$ cat src/rtl/muldiv_seq.sv
// -----------------------------------------------------------------------------
// muldiv_seq -- sequential unsigned multiplier / divider
//
// One operation at a time. Multiply is radix-2 shift-add over a 2*WIDTH
// accumulator; divide is restoring division producing one quotient bit per
// cycle. Every accepted operation spends exactly WIDTH cycles in RUN and then
// pulses done for one cycle in DONE.
//
// Optional feature:
//   MULDIV_SEQ_DIV_EN  -- when defined, the divider datapath and the DIVU/REMU
//                         ops are built. When undefined, there is no divider
//                         logic, and op[1]=1 goes straight to DONE with result 0.
//
// Ports:
//   clk          in   clock, all state changes on the rising edge
//   rst_n        in   asynchronous active-low reset
//   start        in   request to begin an operation
//   op[1:0]      in   00 MUL (low product), 01 MULHU (high product),
//                     10 DIVU (quotient),   11 REMU (remainder)
//   a, b         in   unsigned operands (b = multiplier / divisor)
//   busy         out  high while in RUN
//   done         out  one-cycle completion pulse (high while in DONE)
//   result       out  result, held from done until the next completion
//   div_by_zero  out  set with result when a DIVU/REMU had b == 0
//   state_dbg    out  current FSM state (0 IDLE, 1 RUN, 2 DONE)
//
// Handshake: start is a request and "not busy" is the ready. A request is
// accepted on any rising edge where start=1 while the FSM is in IDLE or DONE;
// op, a and b are captured on that same edge. start during RUN is ignored.
// -----------------------------------------------------------------------------
module muldiv_seq #(
    parameter int WIDTH = 32
) (
    input  logic             clk,
    input  logic             rst_n,
    input  logic             start,
    input  logic [1:0]       op,
    input  logic [WIDTH-1:0] a,
    input  logic [WIDTH-1:0] b,
    output logic             busy,
    output logic             done,
    output logic [WIDTH-1:0] result,
    output logic             div_by_zero,
    output logic [1:0]       state_dbg
);

    localparam int            CW       = (WIDTH > 1) ? $clog2(WIDTH) : 1;
    localparam logic [CW-1:0] CNT_INIT = CW'(WIDTH - 1);

    typedef enum logic [1:0] {
        S_IDLE = 2'd0,
        S_RUN  = 2'd1,
        S_DONE = 2'd2
    } state_t;

    state_t             state;
    state_t             state_nxt;
    logic               accept;
    logic               last;

    logic [CW-1:0]      cnt;
    logic [2*WIDTH-1:0] acc;
    logic [2*WIDTH-1:0] acc_nxt;
    logic [WIDTH-1:0]   a_q;
    logic               op_lo_q;

    // Multiply step: add the multiplicand into the high half when the current
    // multiplier bit (acc[0]) is set, keeping the carry, then shift right.
    logic [WIDTH:0]       mul_sum;
    logic [2*WIDTH-1:0]   mul_step;

`ifdef MULDIV_SEQ_DIV_EN
    logic [WIDTH-1:0]   b_q;
    logic               is_div_q;

    // Divide step: acc holds {partial remainder, dividend/quotient}. The
    // remainder is shifted left by one dividend bit into a WIDTH+1-bit
    // partial remainder, compared with the divisor, and conditionally
    // reduced. Because the remainder is always below the divisor, the reduced
    // value fits back into WIDTH bits. With b == 0 every compare succeeds,
    // which naturally yields an all-ones quotient and a remainder equal to a.
    logic [WIDTH:0]       div_shift;
    logic                 div_ge;
    logic [WIDTH-1:0]     div_rem;
    logic [2*WIDTH-1:0]   div_step;
`endif

    // ---------------------------------------------------------------- FSM
    always_ff @(posedge clk or negedge rst_n) begin
        if (!rst_n) begin
            state <= S_IDLE;
        end else begin
            state <= state_nxt;
        end
    end

    always_comb begin
        state_nxt = state;
        accept    = 1'b0;
        case (state)
            S_IDLE: begin
                if (start) begin
                    accept = 1'b1;
`ifdef MULDIV_SEQ_DIV_EN
                    state_nxt = S_RUN;
`else
                    state_nxt = op[1] ? S_DONE : S_RUN;
`endif
                end
            end
            S_RUN: begin
                if (cnt == '0) begin
                    state_nxt = S_DONE;
                end
            end
            S_DONE: begin
                if (start) begin
                    accept = 1'b1;
`ifdef MULDIV_SEQ_DIV_EN
                    state_nxt = S_RUN;
`else
                    state_nxt = op[1] ? S_DONE : S_RUN;
`endif
                end else begin
                    state_nxt = S_IDLE;
                end
            end
            default: begin
                state_nxt = S_IDLE;
            end
        endcase
    end

    assign last      = (state == S_RUN) && (cnt == '0);
    assign busy      = (state == S_RUN);
    assign done      = (state == S_DONE);
    assign state_dbg = state;

    // ---------------------------------------------------- datapath (comb)
    always_comb begin
        mul_sum  = {1'b0, acc[2*WIDTH-1:WIDTH]} + (acc[0] ? {1'b0, a_q} : '0);
        mul_step = {mul_sum, acc[WIDTH-1:1]};
    end

`ifdef MULDIV_SEQ_DIV_EN
    always_comb begin
        div_shift = {acc[2*WIDTH-1:WIDTH], acc[WIDTH-1]};
        div_ge    = (div_shift >= {1'b0, b_q});
        div_rem   = div_shift[WIDTH-1:0] - b_q;
        if (div_ge) begin
            div_step = {div_rem, acc[WIDTH-2:0], 1'b1};
        end else begin
            div_step = {div_shift[WIDTH-1:0], acc[WIDTH-2:0], 1'b0};
        end
    end

    assign acc_nxt = is_div_q ? div_step : mul_step;
`else
    assign acc_nxt = mul_step;
`endif

    // ---------------------------------------------------- datapath (regs)
    // After the last step both ops leave their answers in the same places:
    // low half = MUL product / DIVU quotient, high half = MULHU / REMU.
    // So op[0] alone picks the half to return.
    always_ff @(posedge clk or negedge rst_n) begin
        if (!rst_n) begin
            cnt         <= '0;
            acc         <= '0;
            a_q         <= '0;
            op_lo_q     <= 1'b0;
            result      <= '0;
            div_by_zero <= 1'b0;
`ifdef MULDIV_SEQ_DIV_EN
            b_q         <= '0;
            is_div_q    <= 1'b0;
`endif
        end else if (accept) begin
            cnt     <= CNT_INIT;
            a_q     <= a;
            op_lo_q <= op[0];
`ifdef MULDIV_SEQ_DIV_EN
            b_q      <= b;
            is_div_q <= op[1];
            // Multiply shifts the multiplier out of the low half; divide
            // shifts the dividend out of it and the quotient in.
            acc      <= {{WIDTH{1'b0}}, (op[1] ? a : b)};
`else
            acc      <= {{WIDTH{1'b0}}, b};
            // Without a divider, DIVU/REMU finish on the accepting edge.
            if (op[1]) begin
                result      <= '0;
                div_by_zero <= 1'b0;
            end
`endif
        end else if (state == S_RUN) begin
            acc <= acc_nxt;
            if (cnt != '0) begin
                cnt <= cnt - 1'b1;
            end
            if (last) begin
                result <= op_lo_q ? acc_nxt[2*WIDTH-1:WIDTH] : acc_nxt[WIDTH-1:0];
`ifdef MULDIV_SEQ_DIV_EN
                div_by_zero <= is_div_q && (b_q == '0);
`else
                div_by_zero <= 1'b0;
`endif
            end
        end
    end

endmodule
$ cat config.mk
export PLATFORM = sky130hd
export DESIGN_NAME = muldiv_seq
export DESIGN_NICKNAME = d
export VERILOG_FILES = /design/src/rtl/muldiv_seq.sv
export SDC_FILE = /design/constraint.sdc
export NUM_CORES = 1
export LEC_CHECK = 0
export ABC_AREA = 1
export CORE_UTILIZATION = 55
export CTS_CLUSTER_DIAMETER = 120
export DETAILED_ROUTE_END_ITERATION = 7
export PLACE_DENSITY_LB_ADDON = 0.2
export SYNTH_ARGS = -nofsm -noshare
export SYNTH_HDL_FRONTEND = slang
export SYNTH_SLANG_ARGS = --single-unit
$ cat constraint.sdc
create_clock -name clk -period 5.4 [get_ports clk]
set_input_delay 1.62 -clock clk [delete_from_list [all_inputs] [get_ports clk]]
set_output_delay 1.62 -clock clk [all_outputs]
set_load 0.01 [all_outputs]
# Word level (Yosys, flattened, before mapping)
# Cells that the tools add are included.
# word_totals
output_inout_bits	37
inputBits	69
register_bits	137
# op_classes
eq_ne	5
n_addsub	2
reduce_logical	11
muxes	22
# op_table
op	count
$mux W32	6
$mux W64	2
$add A32 B32 Y33	1
$mux W5	3
$mux W2	4
$mux W1	6
$pmux W2 S3	1
$reduce_bool A2 Y1	3
$logic_not A5 Y1	1
$reduce_bool A5 Y1	1
$sub A5 B1 Y5 const B	1
$ne A2 B2 Y1 const B	2
$reduce_and A2 Y1	2
$reduce_and A3 Y1	1
$eq A2 B1 Y1 const B	1
$eq A2 B2 Y1 const B	1
$logic_not A2 Y1	1
$ne A2 B1 Y1 const B	1
$reduce_or A2 Y1	1
$logic_and A1 B1 Y1	1

# Longest topological paths before layout
# depth
ltp_word	6
ltp_mapped	20
ltp_nobuf	18

# Worst setup path before layout
# OpenSTA, ideal clock, no wires.
# synth_timing
kind	flip-flop to output port
start	register state[1], in the netlist state_dbg[1]
end	output busy
arrival_ns	0.961
path_stages_with_launch	3
slack_ns	2.819
path_buffers	1
path_cell_list	dfrtp_1 nor2_4 buf_1
# synth_between
elab_chain_len	1
# synth_lines
item	line_no	source
from (decl)	56	state_t state;
from (signal assigned)	93	state <= state_nxt;
$eq A2 B1 Y1	135	assign busy = (state == S_RUN);
to (decl)	40	output logic busy,
# Every way passes these cells.

# Final worst setup path
# Ends and elaborated chain as after synthesis.

==> metrics.csv <==
metric;value;unit
grt_pass1_vias;7556;
path_delay_family;buffers and inverters;
cts_buffers;17;
area_growth;20.4;%
p_seq_share;31.1;%
critPathBufInv;1;
coreArea;14800;um2
grt_max_degree;94;
detailedPlacementHpwl;15.7;mm
cts_tree;built;
vias;7890;
route.detailed.drc;0;
min_period;3620;ps
ios;106;
viasPerCell;5.20;
root_buffer;clkbuf_16;
syn_nets;1337;
firstDrtPassIters;6;
gr-usage-all-layers;30.3;%
fin_area;10200;um2
internal_power;3200;uW
finalSetupTns;0;ps
required;3780;ps
sw_frac_of_total;44.7;%
cp_cell_sequence;nor2_4 > clkdlybuf4s50_1;
synth_largest_area_cell;dfrtp_1;
htree_levels;4;
synth_area;8470;um2
worstMarginPinSlew;988;ps
drv_cap;0;
end_kind;output pin;
power_density;566;nW/um2
fp.dieH;126;um
crit_fanout;17;
die_w;126;um
place_area;9610;um2
diodes;0;
synthDistinctLibCells;39;
grt_pass1_wl;37.7;mm
clkTransAtPathRegs;60;ps
die_area;15900;um2
cts_buffer_depth;2;
r2r_slack;2360;ps
wl_per_cell;15.0;um
synth.area.top_cells;dfrtp_1 40%, nand2_1 25%, inv_1 8.6%;
arrival;2000;ps
min_path_type;reg2reg;
antenna_found_initial;0;
start_kind;register;
overflow;0;
relSlewSlack;34.1;%
status;finished, final reports clean;
hold_violations;0;
pwr-share-clk;20.4;%
syn-mean-instance-area;6.87;um2
ys_warn_count;0;
synth_seq_area_share;40.2;%
fin_worst_skew;9.44;ps
postRouteAntennaNets;0;
synth_top_area_share;40.2;%
nets;1424;
drtIter0Drc;641;
leakagePower;0.00561;uW
post-cts-setup-buffer-count;0;
clk_latency;430;ps
power_frac_comb;48.4;%
setup_viol;0;
rsz0062_at_grt;no;
ys_ff_latch;136;
cp_slowest_cell;clkdlybuf4s50_1;
cts-hold-fix-buffers;0;
slowest_delay;640;ps
max_freq;277;MHz
initial_core_util;57.4;%
cts-resized-gates;0;
vdd_drop_max;0.372;mV
drive_gt1_share;4.58;%
clock-sinks;136;
critPathKind;reg2out;
routed_wl;22.7;mm
rows;44;
gp_congestion;0.961;
syn_inst;1233;
finalMaxSlewViolations;0;
fin_crit_sh;67.0;%
p_switching;2580;uW
io_buffers;104;
==> synth_stat cells <==
library cell	instances
buf_6	2
o22ai_1	1
buf_2	7
clkinv_1	1
a22o_1	1
ha_1	34
nand4_1	1
o21ai_1	3
nand2_1	563
o21ai_0	20
or2_4	1
and2_1	7
buf_1	8
nor2_4	2
xor2_1	2
inv_1	195
nor2_2	1
nand2_4	1
a211oi_1	7
buf_4	1
nor3_1	5
conb_1	1
nor2_1	47
a211oi_2	9
a21o_1	1
nand3_1	53
or2_1	1
nand3b_1	3
fa_1	1
xnor2_1	14
dfrtp_1	136
a21oi_1	30
o211ai_1	5
o221ai_1	31
o21bai_1	1
clkbuf_1	25
inv_2	5
o2111ai_1	5
nand2_2	2
==> per-layer routing <==
layer	part of all wire (%)	wire length, um	GRT usage [%]
met1	48	11000	43.3
met2	44	9890	46.3
met3	6.2	1410	6.46
met4	1.9	425	8.86
met5	0	0	0
==> final timing paths <==
check / from / endpoint / cells past startpoint
max reg2reg: acc[0]$_DFFE_PN0P_ / result[19]$_DFFE_PN0P_ / 13
max in group asynchronous: rst_n / cnt[4]$_DFFE_PN0P_ / 2
min: a_q[5]$_DFFE_PN0P_ / a_q[5]$_DFFE_PN0P_ / 2
max: state_dbg[1]$_DFFE_PN0P_ / busy / 2
min in group asynchronous: rst_n / a_q[7]$_DFFE_PN0P_ / 1
min reg2reg: a_q[5]$_DFFE_PN0P_ / a_q[5]$_DFFE_PN0P_ / 2
==> worst register-to-register path, stage by stage (launching register included) <==
cell	delay (ps)
dfrtp_1	730
buf_4	360
nand2_1	150
fa_1	440
inv_1	120
nand3_1	80
nand2_1	150
nand3_1	100
nand3b_1	210
nand2_1	100
nand3_1	100
nand3_1	190
nand2_1	150
nand2_1	50
==> power by group through the flow <==
| stage | registers [uW] | clock network [uW] | logic (uW) |
|---|---|---|---|
| 2_1_floorplan | 1720 | 0 | 1890 |
| 4_1_cts | 1790 | 1190 | 2780 |
| 5_1_grt | 1850 | 1240 | 3120 |
| 3_5_place_dp | 1790 | 0 | 2750 |
| 6_report | 1800 | 1180 | 2800 |
| 3_3_place_gp | 1800 | 0 | 2680 |
==> flip-flops by register name, summed over array words and instances, names as in the netlist <==
register	count
result	32
a_q	32
cnt	5
acc	64
op_lo_q	1
state_dbg	2
==> area by class of cell <==
cell class	count	area (um2)
Tap cell	184	230
Inverter	201	754
Sequential cell	136	3400
Fill cell	1282	4560
Clock inverter	14	163
Multi-Input combinational cell	853	4120
Timing Repair Buffer	111	1090
Clock buffer	18	429
==> logic make-up after synthesis <==
logic type      synth area share [%]
other cells                   0.0443
fa+ha+maj                       5.26
simple gates                    32.1
buf+inv                         11.1
compound gates                  9.60
xor+xnor                        1.65
flops                           40.2
==> cells in the final DEF (no fill, tap or decap), drive strengths merged, types with 2 or more instances in the layout <==
master,Yosys,layout
nand2,566,566
inv,200,205
dfrtp,136,136
clkdlybuf4s50,0,103
nand3,53,53
nor2,50,50
ha,34,34
o221ai,31,31
a21oi,30,30
o21ai,23,23
clkbuf,25,18
a211oi,16,16
xnor2,14,14
buf,18,8
and2,7,7
nor3,5,5
o211ai,5,5
o2111ai,5,5
clkinvlp,0,4
clkinv,1,4
nand3b,3,3
xor2,2,2
bufinv,0,2
or2,2,2
==> through the flow <==
stage	hold slack [ps]	setup slack [ps]	power [uW]	utilization [%]	std cells
3_5_place_dp	465	1860	4540	65.1	1485
5_1_grt	502	1760	6210	69.1	1517
4_1_cts	482	1800	5760	69.1	1517
6_report	479	1780	5780	69.1	1517
2_1_floorplan	449	2820	3610	-	1233
3_3_place_gp	465	1920	4480	65.1	1485
Power figures use the tool's default switching activity.
